[config.mk]
export PLATFORM = sky130hd
export DESIGN_NAME = strip_timestamp
export DESIGN_NICKNAME = d
export VERILOG_FILES = /design/src/rtl/strip_timestamp.sv
export SDC_FILE = /design/constraint.sdc
export NUM_CORES = 1
export LEC_CHECK = 0
export ABC_AREA = 1
export CAP_MARGIN = 25
export CORE_MARGIN = 10
export CORE_UTILIZATION = 40
export DETAILED_ROUTE_END_ITERATION = 6
export PLACE_DENSITY = 0.75
export SKIP_CTS_REPAIR_TIMING = 1
export SYNTH_ARGS = -nofsm -noshare
export SYNTH_HDL_FRONTEND = slang
export SYNTH_SLANG_ARGS = --single-unit
[constraint.sdc]
create_clock -name clk -period 7.05 [get_ports clk]
set_input_delay 1.41 -clock clk [delete_from_list [all_inputs] [get_ports clk]]
set_output_delay 1.41 -clock clk [all_outputs]
set_load 0.03 [all_outputs]
[src/rtl/strip_timestamp.sv]
// Strips the trailing timestamp footer from an AXI4-Stream frame. The frame goes out on m_axis
// with tlast moved onto the last payload beat, and the footer goes out as one beat on m_ts.
module strip_timestamp #(
    parameter int C_AXIS_TDATA_WIDTH = 8,
    parameter int C_AXIS_TKEEP_WIDTH = C_AXIS_TDATA_WIDTH / 8,
    parameter int TIMESTAMP_WIDTH    = 72
) (
    input  logic                          clk,
    input  logic                          rst,
    input  logic [C_AXIS_TDATA_WIDTH-1:0] s_axis_tdata,
    input  logic [C_AXIS_TKEEP_WIDTH-1:0] s_axis_tkeep,
    input  logic                          s_axis_tvalid,
    output logic                          s_axis_tready,
    input  logic                          s_axis_tlast,
    output logic [C_AXIS_TDATA_WIDTH-1:0] m_axis_tdata,
    output logic [C_AXIS_TKEEP_WIDTH-1:0] m_axis_tkeep,
    output logic                          m_axis_tvalid,
    input  logic                          m_axis_tready,
    output logic                          m_axis_tlast,
    output logic [TIMESTAMP_WIDTH-1:0]    m_ts_tdata,
    output logic                          m_ts_tvalid,
    input  logic                          m_ts_tready,
    output logic                          err_runt
);

    localparam int N      = TIMESTAMP_WIDTH / C_AXIS_TDATA_WIDTH;
    localparam int FILL_W = $clog2(N + 1);
    localparam logic [FILL_W-1:0] FULL = FILL_W'(N);

    logic [C_AXIS_TDATA_WIDTH-1:0] buf_data [N];
    logic [C_AXIS_TKEEP_WIDTH-1:0] buf_keep [N];
    logic [FILL_W-1:0]             fill;
    logic                          accept;
    logic                          full;
    logic [TIMESTAMP_WIDTH-1:0]    ts_next;

    // Stall input whenever either output register is occupied and not draining, so a new
    // timestamp can never overwrite one that has not yet been consumed.
    assign s_axis_tready = !rst && (!m_axis_tvalid || m_axis_tready) && (!m_ts_tvalid || m_ts_tready);
    assign accept        = s_axis_tvalid && s_axis_tready;
    assign full          = (fill == FULL);

    // Footer is the N-1 newest buffered beats plus the incoming tlast beat, first beat in the MSBs.
    always_comb begin
        ts_next = '0;
        for (int i = 1; i < N; i++) begin
            ts_next[TIMESTAMP_WIDTH-1-(i-1)*C_AXIS_TDATA_WIDTH -: C_AXIS_TDATA_WIDTH] = buf_data[i];
        end
        ts_next[C_AXIS_TDATA_WIDTH-1:0] = s_axis_tdata;
    end

    // Entry 0 is always the oldest beat; once full the buffer shifts on every accepted beat.
    always_ff @(posedge clk or posedge rst) begin
        if (rst) begin
            for (int i = 0; i < N; i++) begin
                buf_data[i] <= '0;
                buf_keep[i] <= '0;
            end
            fill <= '0;
        end else if (accept) begin
            if (full) begin
                for (int i = 0; i < N - 1; i++) begin
                    buf_data[i] <= buf_data[i+1];
                    buf_keep[i] <= buf_keep[i+1];
                end
                buf_data[N-1] <= s_axis_tdata;
                buf_keep[N-1] <= s_axis_tkeep;
            end else if (!s_axis_tlast) begin
                buf_data[fill] <= s_axis_tdata;
                buf_keep[fill] <= s_axis_tkeep;
            end

            if (s_axis_tlast) begin
                fill <= '0;
            end else if (!full) begin
                fill <= fill + 1'b1;
            end
        end
    end

    always_ff @(posedge clk or posedge rst) begin
        if (rst) begin
            m_axis_tdata  <= '0;
            m_axis_tkeep  <= '0;
            m_axis_tlast  <= 1'b0;
            m_axis_tvalid <= 1'b0;
        end else if (accept && full) begin
            m_axis_tdata  <= buf_data[0];
            m_axis_tkeep  <= buf_keep[0];
            m_axis_tlast  <= s_axis_tlast;
            m_axis_tvalid <= 1'b1;
        end else if (m_axis_tready) begin
            m_axis_tvalid <= 1'b0;
        end
    end

    always_ff @(posedge clk or posedge rst) begin
        if (rst) begin
            m_ts_tdata  <= '0;
            m_ts_tvalid <= 1'b0;
        end else if (accept && full && s_axis_tlast) begin
            m_ts_tdata  <= ts_next;
            m_ts_tvalid <= 1'b1;
        end else if (m_ts_tready) begin
            m_ts_tvalid <= 1'b0;
        end
    end

    // A tlast arriving before the buffer is full means the packet had no payload beats.
    always_ff @(posedge clk or posedge rst) begin
        if (rst) begin
            err_runt <= 1'b0;
        end else begin
            err_runt <= accept && s_axis_tlast && !full;
        end
    end

endmodule
==> impl_metrics.toml, run 1 <==
[sta]
max_freq_mhz = 202.1
finalHoldViolCount = 0
setup_viol = 0
fin_crit_ns = 4.949
finalSetupTns_ns = 0
worst_pin_slew_ns = 0.9609
relSlewSlack = 0.3574
finClkSkew_ns = 0.008443
drv_slew = 0
rsz0062_at_grt = "no"
period_share = 0.7019

[detailed_routing]
drt_pass1_iterations = 5
vias = 7566
wl_um = 23770
drcViolationCount = 0
wl_per_cell_um = 17.87
ant_nets = 0
drtIter0Drc = 966
viasPerCell = 5.689

[cts]
clock_latency_ns = 0.43
htreeDepth = 4
clock_path_buffers = 2
cts.root.buffer_cell = "clkbuf_16"
numCtsBuffers = 17
path_clk_slew_ns = 0.06
cts_tree = "done"
cts.sinks = 170

[worst_hold_path]
hp-class = "reg -> reg"

[floorplan]
die_w_um = 164.1
dieArea_mm2 = 0.02693
core_area_mm2 = 0.02030
io-pin-count = 101
start_util = 0.4091
die_y_um = 164.1
std_cell_rows = 52

[synthesis]
synth_cell_type_count = 21
syn_inst = 1002
avgSynthCellArea_um2 = 8.289
synth_area_leaders = "dfrtp_1, nand2_1, nand4_1"
syn-num-nets = 1021
synth_top_cell_area_share = 0.5122
synth_seq_cells = 170
yosysSeqAreaShare = 0.5122
syn-cell-area_mm2 = 0.008305
yosysWarnings = 0
yosysTopAreaCell = "dfrtp_1"

[placement]
dp_cells = 1298
io_buffers = 100
post-dp-hpwl_um = 15090
gp_congestion = 0.8807

[critical_path]
end_kind = "output pin"
regToRegSetupSlack_ns = 3.78
cp_max_fo = 66
arrival_ns = 3.54
crit_path_start_kind = "input port"
worstSetupPathType = "in -> out"
critPathRequiredTime_ns = 5.64

[cells_and_area]
final_cell_mix = "nand2_1, nand4_1, dfrtp_1"
final_cells = 1330
layout-drive-gt1-share = 0.06792
nets = 1066
final_common_cell = "nand2_1"
diodes = 0
syn2layout_area_growth_pct = 20.58

[global_routing]
grtUsageTotal = 0.1802
grt_pass1_vias = 7366
grt-ovfl-total = 0
grt_pass1_wl_um = 39550
grt_antenna_before_repair = 0
grt_start_max_net_pins = 93

[pwr]
ir_drop_mv = 0.1483
p_leak_uw = 0.005125
fin_total_pwr_uw = 2548
powerDensity_mw_per_mm2 = 254.4

[outcome]
outcome = "completed"

[flow_run]
cap_violations = 0
[state kept, by name (all words and copies together), names as in the netlist]
signal and count:
m_axis_tlast 1, m_ts_tvalid 1, m_axis_tdata 8, m_axis_tkeep 1
m_axis_tvalid 1, fill 4, err_runt 1, buf_keep 9
m_ts_tdata 72, buf_data 72
[final timing paths]
kind                           startpoint             end  cells after the start
setup / recovery                      rst   s_axis_tready                      6
hold / removal             m_ts_tdata[62]  m_ts_tdata[62]                      2
setup reg to reg                  fill[3]     buf_data[2]                      8
hold reg to reg            m_ts_tdata[62]  m_ts_tdata[62]                      2
max in group asynchronous             rst    buf_data[59]                      3
min in group asynchronous             rst  m_ts_tdata[14]                      2
[routing by layer]
| layer | track usage | wire, um |
|---|---|---|
| met4 | 0.07027 | 676 |
| met3 | 0.04581 | 2196 |
| met5 | 0 | 0 |
| met1 | 0.2487 | 10450 |
| met2 | 0.2650 | 10450 |
[Yosys cell counts, drive strengths merged]
| cell type | instances |
|---|---|
| clkinv | 1 |
| nand2 | 444 |
| nor2 | 8 |
| clkbuf | 21 |
| inv | 12 |
| nand3 | 21 |
| nor3 | 1 |
| xor2 | 2 |
| ha | 4 |
| nand4 | 251 |
| dfrtp | 170 |
| buf | 67 |
[cell type report]
class                   count  area [um^2]
flip-flops and latches    170         4255
well taps                 270        337.8
repair buffers            114         1121
clock buffers              20        436.7
multi-input cells         731         3588
clock inverters            12        221.5
fillers                  1923        10280
inverters                  13        53.80
[logic make-up (layout without fill, tap and decap cells)]
logic type                 Yosys count  in the layout  synth area share
xor gates and xnor gates             2              2          0.002109
adders and majority gates            4              4          0.006026
DFF                                170            170            0.5122
buffers and inverters              101            159           0.05695
and+or+nand+nor                    725            725            0.4227
[where the power goes]
part | switching [uW] | internal, uW | leakage (uW) | total [uW]
sequential | 88.7 | 1070 | 0.00234 | 1160
combinational | 241 | 91.0 | 0.00248 | 332
clock | 389 | 663 | 0.000310 | 1050
[through the flow]
step           worst slack, ns  hold WS (ns)    util  area (um^2)
2_1_floorplan         0.002240        0.4420       -         8305
3_3_place_gp             2.051        0.4539  0.4596         9329
3_5_place_dp             2.040        0.4570  0.4609         9356
4_1_cts                  2.025        0.4724  0.4933        10010
5_1_grt                  1.869        0.4899  0.4933        10010
6_report                 2.101        0.4688  0.4933        10010
[critical path, stage by stage]
cell	delay, ns
clkdlybuf4s50_1	0.47
inv_6	0.44
nand2_1	0.10
nor2_1	0.10
buf_4	0.27
clkdlybuf4s50_1	0.73
Note: power is estimated with default switching activity, not from simulation.
==> run 2: changes to the inputs <==
==> constraint.sdc (replaced) <==
create_clock -name clk -period 4.4 [get_ports clk]
set_input_delay 0.88 -clock clk [delete_from_list [all_inputs] [get_ports clk]]
set_output_delay 0.88 -clock clk [all_outputs]
set_load 0.03 [all_outputs]
==> run 2 against run 1 <==
Setup slack got worse by 0.68 ns. First-iteration DRC count down 15%. Final area is 0.81% higher. Power up 57%. Hold slack is essentially flat. Core utilization increased by 0.40 points. Clock-buffer cell count increased by 1. Largest cell class unchanged.
==> impl_metrics.toml, run 2 (synthesized netlist as in run 1, its figures left out) <==
[cells_and_area]
final_cell_mix = "nand2_1, nand4_1, dfrtp_1"
design_area_mm2 = 0.01010
nets = 1076
top_regs = "buf_data: 72 flops, m_ts_tdata: 72 flops, buf_keep: 9 flops"
final_common_cell = "nand2_1"
diodes = 0
layout-drive-gt1-share = 0.07671
syn2layout_area_growth_pct = 21.56

[global_routing]
grt-ovfl-total = 0
grt_start_max_net_pins = 93
grt_pass1_wl_um = 39410
grtUsageTotal = 0.1811
grt_pass1_vias = 7224
grt_antenna_before_repair = 0

[sta]
finalHoldViolCount = 0
setup_viol = 0
finalSetupTns_ns = 0
period_share = 0.6762
max_freq_mhz = 336.1
worst_pin_slew_ns = 0.9362
relSlewSlack = 0.3759
finalWorstSetupSlack_ns = 1.425
fin_crit_ns = 2.975
finClkSkew_ns = 0.008221
rsz0062_at_grt = "no"
drv_slew = 0

[detailed_routing]
drtIter0Drc = 823
wl_per_cell_um = 18.11
drt_pass1_iterations = 5
vias = 7715
drcViolationCount = 0
viasPerCell = 5.762
ant_nets = 0
wl_um = 24250

[cts]
path_clk_slew_ns = 0.06
cts.root.buffer_cell = "clkbuf_16"
numCtsBuffers = 17
clock_latency_ns = 0.44
htreeDepth = 4
cts_tree = "done"
clock_path_buffers = 2
cts.sinks = 170

[placement]
preCtsSetupSlack_ns = 1.134
dpl_cell_area_mm2 = 0.009430
post-dp-hpwl_um = 15710
gp_congestion = 0.8583
io_buffers = 100

[pwr]
p_leak_uw = 0.005162
ir_drop_mv = 0.2712
powerDensity_mw_per_mm2 = 396.1
fin_total_pwr_uw = 3999

[critical_path]
critPathRequiredTime_ns = 3.52
arrival_ns = 2.10
cp_max_fo = 12
end_kind = "output pin"
crit_path_start_kind = "input port"
worstSetupPathType = "in -> out"

[floorplan]
start_util = 0.4091
die_w_um = 164.1
std_cell_rows = 52
dieArea_mm2 = 0.02693
core_area_mm2 = 0.02030
io-pin-count = 101
die_y_um = 164.1

[outcome]
outcome = "completed"

[flow_run]
cap_violations = 0

[worst_hold_path]
hp-class = "reg -> reg"
[run 2: path summary, 6_finish.rpt]
path	start	endpoint	slack, ns	cells past startpoint
max	m_axis_tready	s_axis_tready	1.42	7
min reg2reg	m_ts_tdata[18]	m_ts_tdata[18]	0.47	2
min in group asynchronous	rst	m_ts_tdata[12]	0.95	3
max in group asynchronous	rst	buf_keep[3]	2.17	5
min	m_ts_tdata[18]	m_ts_tdata[18]	0.47	2
max reg2reg	fill[2]	m_ts_tdata[16]	1.79	6
[run 2: per-stage QoR]
| step | cells | hold WS [ns] | utilization |
|---|---|---|---|
| global placement | 1306 | 0.4549 | 0.4646 |
| floorplan | 1002 | 0.4420 | - |
| finish | 1339 | 0.4693 | 0.4974 |
| CTS | 1337 | 0.4729 | 0.4950 |
| detailed placement | 1306 | 0.4578 | 0.4646 |
| global route | 1339 | 0.4955 | 0.4974 |
[run 2: final cells by class]
class,count,area (um^2)
clock buffers,21,450.4
inverters,13,52.55
fillers,1933,10200
clock inverters,10,167.7
multi-input cells,731,3588
repair buffers,124,1244
well taps,270,337.8
flip-flops and latches,170,4255
[run 2: critical path: stages]
cell and delay (ns):
clkdlybuf4s50_1 0.46, inv_1 0.04, nand2_1 0.08, inv_1 0.05, nor2_1 0.10, buf_4 0.27, buf_4 0.22
[run 2: layer usage]
layer	wire length, um	up-vias	track usage	share of wire
met4	772	0	0.08367	0.032
met5	0	-	0	0
met1	10440	3736	0.2500	0.43
met2	10720	342	0.2599	0.44
met3	2309	47	0.04681	0.095
li1	-	3590	-	-
[run 2: report_power, final]
part	switching [uW]	internal (uW)
Combinational	382	156
Sequential	148	1720
Clock	627	964
Total	1160	2840
